===== config.mk =====
export PLATFORM = sky130hd
export DESIGN_NAME = ieee1500_wsp_controller
export DESIGN_NICKNAME = d
export VERILOG_FILES = /design/src/rtl/ieee1500_wsp_pkg.sv /design/src/rtl/wsp_serdes.sv /design/src/rtl/ieee1500_wsp_controller.sv
export SDC_FILE = /design/constraint.sdc
export NUM_CORES = 1
export LEC_CHECK = 0
export ABC_AREA = 1
export BUFFER_PORTS_ARGS = -buffer_cell sky130_fd_sc_hd__buf_4
export CAP_MARGIN = 20
export CORE_MARGIN = 5
export CORE_UTILIZATION = 30
export DETAILED_ROUTE_END_ITERATION = 12
export PLACE_DENSITY_LB_ADDON = 0.15
export SLEW_MARGIN = 20
export SYNTH_ARGS = -nofsm -noshare
export SYNTH_HDL_FRONTEND = slang
export SYNTH_HIERARCHICAL = 1
export SYNTH_SLANG_ARGS = --single-unit

===== constraint.sdc =====
create_clock -name wrck -period 5.95 [get_ports wrck]
set_clock_uncertainty 0.2 [all_clocks]
set_input_delay 1.19 -clock wrck [delete_from_list [all_inputs] [get_ports wrck]]
set_output_delay 1.19 -clock wrck [all_outputs]
set_load 0.005 [all_outputs]

===== src/rtl/ieee1500_wsp_pkg.sv =====
// ieee1500_wsp_pkg: shared constants, FSM states and command record for the IEEE 1500 WSP initiator
package ieee1500_wsp_pkg;

    localparam int WIR_LEN    = 3;
    localparam int MAX_DR_LEN = 16;
    localparam int LEN_W      = $clog2(MAX_DR_LEN + 1);

    localparam logic [WIR_LEN-1:0] BYPASS = 3'b000;
    localparam logic [WIR_LEN-1:0] EXTEST = 3'b001;
    localparam logic [WIR_LEN-1:0] INTEST = 3'b010;
    localparam logic [WIR_LEN-1:0] SAMPLE = 3'b011;
    localparam logic [WIR_LEN-1:0] CLAMP  = 3'b100;

    typedef enum logic [2:0] {IDLE, SELECT, CAPTURE, SHIFT, UPDATE, DESEL, RESP} wsp_state_t;

    typedef struct packed {
        logic                  is_ir;
        logic                  no_update;
        logic [LEN_W-1:0]      len;
        logic [MAX_DR_LEN-1:0] data;
    } wsp_cmd_t;

    // IR loads always shift the full WIR; DR lengths saturate at the data width
    function automatic logic [LEN_W-1:0] scan_len(input logic is_ir, input logic [LEN_W-1:0] len);
        return is_ir ? LEN_W'(WIR_LEN) : (len > LEN_W'(MAX_DR_LEN) ? LEN_W'(MAX_DR_LEN) : len);
    endfunction

endpackage


===== src/rtl/wsp_serdes.sv =====
// wsp_serdes: wsi serialiser, wso deserialiser and shift bit counter for one WSP scan
module wsp_serdes
    import ieee1500_wsp_pkg::*;
(
    input  logic                  wrck,
    input  logic                  wrstn,
    input  logic                  load,
    input  logic                  adv,
    input  logic                  step,
    input  logic [MAX_DR_LEN-1:0] data,
    input  logic [LEN_W-1:0]      len,
    input  logic                  wso,
    output logic                  wsi,
    output logic [MAX_DR_LEN-1:0] rx,
    output logic                  last_bit
);

    localparam int IW = $clog2(MAX_DR_LEN);

    logic [MAX_DR_LEN-1:0] sh;
    logic [LEN_W-1:0]      cnt;

    assign last_bit = cnt == len - LEN_W'(1);

    // adv presents the next data bit on wsi for the coming shift cycle; step samples wso as it ends
    always_ff @(posedge wrck or negedge wrstn) begin
        if (!wrstn) begin
            sh  <= '0;
            rx  <= '0;
            cnt <= '0;
            wsi <= 1'b0;
        end else begin
            wsi <= adv & sh[0];
            if (load) begin
                sh  <= data;
                rx  <= '0;
                cnt <= '0;
            end else if (adv) begin
                sh <= sh >> 1;
            end
            if (step) begin
                rx[cnt[IW-1:0]] <= wso;
                cnt             <= last_bit ? '0 : cnt + LEN_W'(1);
            end
        end
    end

endmodule


===== src/rtl/ieee1500_wsp_controller.sv =====
// ieee1500_wsp_controller: WSP initiator sequencing WIR loads and WDR scans from a command stream
module ieee1500_wsp_controller
    import ieee1500_wsp_pkg::*;
(
    input  logic                  wrck,
    input  logic                  wrstn,
    input  logic                  cmd_valid,
    output logic                  cmd_ready,
    input  logic                  cmd_is_ir,
    input  logic [LEN_W-1:0]      cmd_len,
    input  logic                  cmd_no_update,
    input  logic [MAX_DR_LEN-1:0] cmd_data,
    output logic                  rsp_valid,
    input  logic                  rsp_ready,
    output logic [MAX_DR_LEN-1:0] rsp_data,
    output logic                  busy,
    output logic                  wsi,
    input  logic                  wso,
    output logic                  selectwir,
    output logic                  capturewir,
    output logic                  shiftwir,
    output logic                  updatewir,
    output logic                  selectwdr,
    output logic                  capturewdr,
    output logic                  shiftwdr,
    output logic                  updatewdr
);

    wsp_state_t state, nxt;
    wsp_cmd_t   cmd;
    logic       accept, last_bit, ir_n;
    logic [3:0] ctl_n;

    assign accept = state == IDLE && cmd_valid && cmd_ready;
    assign ir_n   = accept ? cmd_is_ir : cmd.is_ir;
    assign ctl_n  = {nxt inside {SELECT, CAPTURE, SHIFT, UPDATE}, nxt == CAPTURE, nxt == SHIFT, nxt == UPDATE};

    always_comb begin
        nxt = state;
        case (state)
            IDLE:    nxt = accept ? SELECT : IDLE;
            SELECT:  nxt = CAPTURE;
            CAPTURE: nxt = cmd.len != '0 ? SHIFT : (cmd.no_update ? DESEL : UPDATE);
            SHIFT:   nxt = !last_bit ? SHIFT : (cmd.no_update ? DESEL : UPDATE);
            UPDATE:  nxt = DESEL;
            DESEL:   nxt = RESP;
            RESP:    nxt = rsp_ready ? IDLE : RESP;
            default: nxt = IDLE;
        endcase
    end

    // every output is a flop loaded from the next state, so the WSP sees glitch-free controls
    always_ff @(posedge wrck or negedge wrstn) begin
        if (!wrstn) begin
            state     <= IDLE;
            cmd       <= '0;
            cmd_ready <= 1'b0;
            rsp_valid <= 1'b0;
            busy      <= 1'b0;
            {selectwir, capturewir, shiftwir, updatewir} <= '0;
            {selectwdr, capturewdr, shiftwdr, updatewdr} <= '0;
        end else begin
            state     <= nxt;
            cmd_ready <= nxt == IDLE;
            rsp_valid <= nxt == RESP;
            busy      <= nxt != IDLE;
            {selectwir, capturewir, shiftwir, updatewir} <= ir_n ? ctl_n : 4'b0;
            {selectwdr, capturewdr, shiftwdr, updatewdr} <= ir_n ? 4'b0 : ctl_n;
            if (accept)
                cmd <= '{cmd_is_ir, cmd_no_update, scan_len(cmd_is_ir, cmd_len), cmd_data};
        end
    end

    wsp_serdes u_serdes (
        .wrck     (wrck),
        .wrstn    (wrstn),
        .load     (state == SELECT),
        .adv      (nxt == SHIFT),
        .step     (state == SHIFT),
        .data     (cmd.data),
        .len      (cmd.len),
        .wso      (wso),
        .wsi      (wsi),
        .rx       (rsp_data),
        .last_bit (last_bit)
    );

endmodule


# After elaboration in Yosys (flattened, before gate mapping)
# Cells that the tools add are included.
dict set report totals {
  reg_bits 75
  output_inout_bits 28
  elab_cells 69
}
dict set report op_classes {
  n_addsub 2
  order_cmp 3
  n_eq_ne 12
  muxes 21
  n_bitwise 1
  reduce_logical 10
}
# operator count
set ops {}
lappend ops {{16-bit two-way mux} 4}
lappend ops {{5-bit two-way mux} 5}
lappend ops {{3-bit case mux with 7 select lines} 1}
lappend ops {{16-bit bitwise mux} 1}
lappend ops {{3-bit equality test, second input constant} 5}
lappend ops {{3-bit by 2-bit equality test with 1-bit output, second input constant} 4}
lappend ops {{3-bit two-way mux} 3}
lappend ops {{4-bit two-way mux} 2}
lappend ops {{3-bit by 1-bit equality test with 1-bit output, second input constant} 2}
lappend ops {{3-bit logical NOT} 2}
lappend ops {{5-bit by 1-bit adder with 5-bit output, second input constant} 1}
lappend ops {{5-bit equality test} 1}
lappend ops {{5-bit greater-than comparator, second input constant} 1}
lappend ops {{4-bit by 5-bit less-than comparator with 1-bit output, second input constant} 1}
lappend ops {{5-bit nonzero test} 1}
lappend ops {{5-bit by 1-bit subtractor with 5-bit output, second input constant} 1}
lappend ops {{1-bit demux with 4-bit select} 1}
lappend ops {{4-bit by 1-bit >= comparator with 1-bit output, second input constant} 1}
lappend ops {{1-bit two-way mux} 4}
lappend ops {{2-bit nonzero test} 2}
lappend ops {{4-bit nonzero test} 1}
lappend ops {{1-bit logical AND} 3}
lappend ops {{3-bit nonzero test} 1}
lappend ops {{1-bit bitwise AND} 1}

# Depth between registers and ports, before layout
dict set report logic_depth {
  ltp_word 8
  mapped_depth 22
  ltp_nobuf 22
}

# Hierarchy
# The synthesis kept the hierarchy.
# mod instances cells_per_inst area_each_um2 seq_area_each_um2
set by_module_without_submodules {}
lappend by_module_without_submodules {wsp_serdes 1 261 1960.6 950.9}
lappend by_module_without_submodules {ieee1500_wsp_controller 1 186 1657.8 925.9}

# Worst setup path after synthesis
# No wires, ideal clock.
dict set report synth_timing {
  kind {reg2reg}
  startpoint {register cmd[16] (netlist bit)}
  endpoint {register u_serdes.sh[7]}
  setup_ns 0.129
  t_arrival_ns 2.247
  slack_ns 3.374
  stages_incl_launch_ff 23
  n_path_buf 1
  cell_sequence {dfrtp_1 -> inv_1 -> ha_1 -> inv_1 -> nand2_1 -> nand2_1 -> nor2_1 -> nand2_1 -> nor2_2 -> nand2_2 -> inv_1 -> inv_1 -> nand2_1 -> nand3_1 -> nor2_2 -> inv_1 -> nand2_1 -> inv_1 -> inv_1 -> clkbuf_1 -> o21ai_0 -> o21ai_0 -> o21ai_0}
}
dict set report synth_between {
  elab_chain_len 6
  elab_cells_between_ends 8
  classes_between {add/sub: 1; eq/ne: 2; mux: 3; reduce/logical: 2}
}
# item line_no
set synth_rtl {}
lappend synth_rtl {{start, declared} ieee1500_wsp_controller.sv:30} ;# wsp_cmd_t cmd;
lappend synth_rtl {{start signal, assigned} ieee1500_wsp_controller.sv:70} ;# cmd <= '{cmd_is_ir, cmd_no_update, scan_len(cmd_is_ir, cmd_len), cmd_data};
lappend synth_rtl {{5-bit by 1-bit subtractor with 5-bit output} wsp_serdes.sv:23} ;# assign last_bit = cnt == len - LEN_W'(1);
lappend synth_rtl {{5-bit equality test} wsp_serdes.sv:23}
lappend synth_rtl {{net last_bit} ieee1500_wsp_controller.sv:31} ;# logic accept, last_bit, ir_n;
lappend synth_rtl {{3-bit two-way mux} ieee1500_wsp_controller.sv:44} ;# SHIFT: nxt = !last_bit ? SHIFT : (cmd.no_update ? DESEL : UPDATE);
lappend synth_rtl {{3-bit case mux with 7 select lines} ieee1500_wsp_controller.sv:40} ;# case (state)
lappend synth_rtl {{net nxt[1]} ieee1500_wsp_controller.sv:29} ;# wsp_state_t state, nxt;
lappend synth_rtl {{3-bit by 2-bit equality test with 1-bit output} n/a}
lappend synth_rtl {{net ctl_n[1]} ieee1500_wsp_controller.sv:32} ;# logic [3:0] ctl_n;
lappend synth_rtl {{2-bit nonzero test (no source line)} n/a}
lappend synth_rtl {{end signal, assigned} wsp_serdes.sv:35} ;# sh <= data;
lappend synth_rtl {{end signal, assigned} wsp_serdes.sv:39} ;# sh <= sh >> 1;
lappend synth_rtl {{end, declared} wsp_serdes.sv:20} ;# logic [MAX_DR_LEN-1:0] sh;
# The timed path passes the listed nets, and every way through them passes these cells.
# A chain may end at the register's enable or synchronous reset.

# Worst setup path in the final report
dict set report layout_timing {
  startpoint {register cmd[16] (netlist bit)}
  endpoint {register u_serdes.sh[1]}
}
# Same word-level chain as after synthesis.

==> run metrics <==
Arr. time, crit path=3.30 ns; Syn Nets=480; IO Port Bufs=55; final setup fails=0; WL final=8440 um; Root Buffer=clkbuf_16; largest net degree at the start of global routing=76; CTS resizes=0; fin crit share=56.0%; TritonCTS Buffers=9; # DRC=0; hold wc startpoint=u_serdes/sh[0]$_DFFE_PN0P_; Setup TNS=0 ns; worst-margin pin slew=0.950 ns; total core area=11900 um^2; antenna violations before repair=0; RSZ-0062 raised after global routing=no; I/O pins=56; gr usage total=12.5%; max_cap viols=0; CP Capture Type=register; final count of pins violating max slew=0; crit-path cells=inv_1 -> ha_1 -> inv_1 -> nand2_1 -> nand2_1 -> nor2_1 -> nand2_1 -> nor2_2 -> nand2_2 -> inv_1 -> inv_1 -> nor2_1 -> nor2_1 -> nor2_1 -> nand2_1 -> nand2_1 -> inv_1 -> inv_1 -> nand2_1 -> o22ai_1 -> a31oi_1; vias post-DR=2948; antenna-violating nets left=0; hold_buf cts=0; clock transition at the registers of the reported paths=0.06 ns; CTS tree=yes; Detailed Routing Iterations Pass 1=4; # diodes=0; Gate Count Post-Synth=447; footprint of the multi-input gates=1420 um^2; post-CTS setup buffer count=0; Syn. warnings=6; worst-skew pair later-pin latency=0.33 ns; first-pass GRT wire length=14600 um; final core occ=37.0%; nets@finish=530; via-per-instance ratio=4.55; # fillers=1254; Leak Pwr=2.31 nW; maximum vdd drop=0.000191 V; HP Class=register to register; sequential fraction of the synthesis area=51.9%; Startpoint Class=register; Die ar.=14400 um^2; num rows=40; Netlist cell types=31; top cell family by delay on the critical path=simple AND/OR/NAND/NOR gates; Critical-path top delay cell=dfrtp_1; Mapped Area=3620 um^2; CP bufs+invs=6; Mean Syn Cell Area=8.10 um^2; P&R area growth vs syn=21.7%; per-cell routed wire length=13.0 um; DR iter-0 viols=193; Longest Clk Path Bufs=2; RePlAce Congestion=0.788; vias in the first global route=2954; CP max FO=14; Congestion Overflow GR=0; Final min period=3.33 ns; Async S/R FF share, synth=100%; Power Density=512 nW/um^2; Worst setup startpoint=cmd[16]$_DFFE_PN0P_; Worst Path Required=5.92 ns; Min Hold Slack=0.274 ns; final hold vios=0; slowest stage delay, CP=0.39 ns; placed wire-length estimate=5810 um; WS Path Type=register to register; Die Wd=120 um; share of cells above drive strength 1=19.0%; status=finished clean; CTS Sinks=75; prevailing post-synth register cell=dfrtp_1; #FFs+latches synth=75; chip height=120 um; Slew headroom=36.7%; htree depth=3; worst r2r src=cmd[16]$_DFFE_PN0P_; Fmax=300 MHz; Sequential Area=1880 um^2; initial core utilization=30.4%; Design Power=0.00226 W; EDFF count, synth=0
[registers in the layout (all words and copies together), names as in the netlist, 3 cells and up]
signal	count
u_serdes/sh	16
u_serdes/cnt	5
u_serdes/rx	16
state	3
cmd	23
[synth_stat cells, types with 4 or more instances]
cell type,count,area (um^2)
nor2_2,4,25.0
inv_1,50,188
buf_2,7,35.0
dfrtp_1,75,1880
o21ai_1,7,35.0
nor2_1,36,135
o21ai_0,41,205
ha_1,5,62.6
inv_2,6,22.5
nand2_1,139,522
nand3_1,26,130
a21oi_1,15,75.1
[report_power, final]
group / leakage (nW) / switching, W / internal [W]
logic: 1.20 / 0.000568 / 0.000316
clock network: 0.142 / 0.000209 / 0.000334
registers: 0.964 / 0.000129 / 0.000700
total: 2.31 / 0.000906 / 0.00135
[worst min-delay path, cell delays in order, from the launching register on]
cell and delay (ns):
dfrtp_1 0.34, nand2_1 0.05, inv_1 0.05
[routing by layer]
metal | up-vias | global-route usage [%] | wire length [um]
met2 | 61 | 20.0 | 3910
met1 | 1379 | 16.5 | 4060
met4 | 0 | 4.37 | 129
met3 | 11 | 3.30 | 342
met5 | - | 0 | 0
li1 | 1497 | - | -
[through the flow]
stage / std cells / setup slack (ns) / instance area (um^2)
final: 648 / 2.62 / 4410
after global routing: 648 / 2.22 / 4410
after CTS: 648 / 2.59 / 4410
after detailed placement: 633 / 2.61 / 4110
after global placement: 633 / 2.68 / 4110
after floorplan: 447 / 3.37 / 3620
[kinds of logic (layout without fill, tap and decap cells)]
group,after synthesis,count (layout),synth area share [%]
fa+ha+maj,5,5,1.73
compound gates,71,71,10.5
buf+inv,73,127,8.82
flops,75,75,51.9
simple gates,223,223,27.0
[cells in the final DEF, fill, tap and decap left out, types with 2 or more instances in the layout]
master     Yosys  routed
nand2_1      139     139
nor2_2         4       4
nand3_1       26      26
nor2_4         3       3
clkinv_2       1       2
nor3_1         2       2
o22ai_1        3       3
nor2_1        36      36
a21oi_1       15      15
inv_1         50      50
inv_2          6       6
o21ai_1        7       7
nand2_2        3       3
ha_1           5       5
a21oi_2        2       2
o21ai_0       41      41
dfrtp_1       75      75
nand4_1        3       3
nand3_2        3       3
buf_4          3      55
clkbuf_16      0       9
[final timing paths]
kind	slack, ns	cells after the start	end
setup / recovery	2.62	21	u_serdes/sh[1]$_DFFE_PN0P_
hold / removal	0.27	2	u_serdes/wsi$_DFF_PN0_
setup reg to reg	2.62	21	u_serdes/sh[1]$_DFFE_PN0P_
hold reg to reg	0.27	2	u_serdes/wsi$_DFF_PN0_
max in group asynchronous	4.13	1	u_serdes/cnt[0]$_DFFE_PN0P_
min in group asynchronous	0.80	1	u_serdes/rx[1]$_DFF_PN0_
[cell type report]
class	count	area share, %
Clock buffer	11	5.51
Clock inverter	4	1.16
Multi-Input combinational cell	299	32.3
Inverter	57	4.88
Timing Repair Buffer	55	9.37
Sequential cell	75	42.6
Tap cell	147	4.17
No activity file was read; power rests on OpenSTA's default activity.
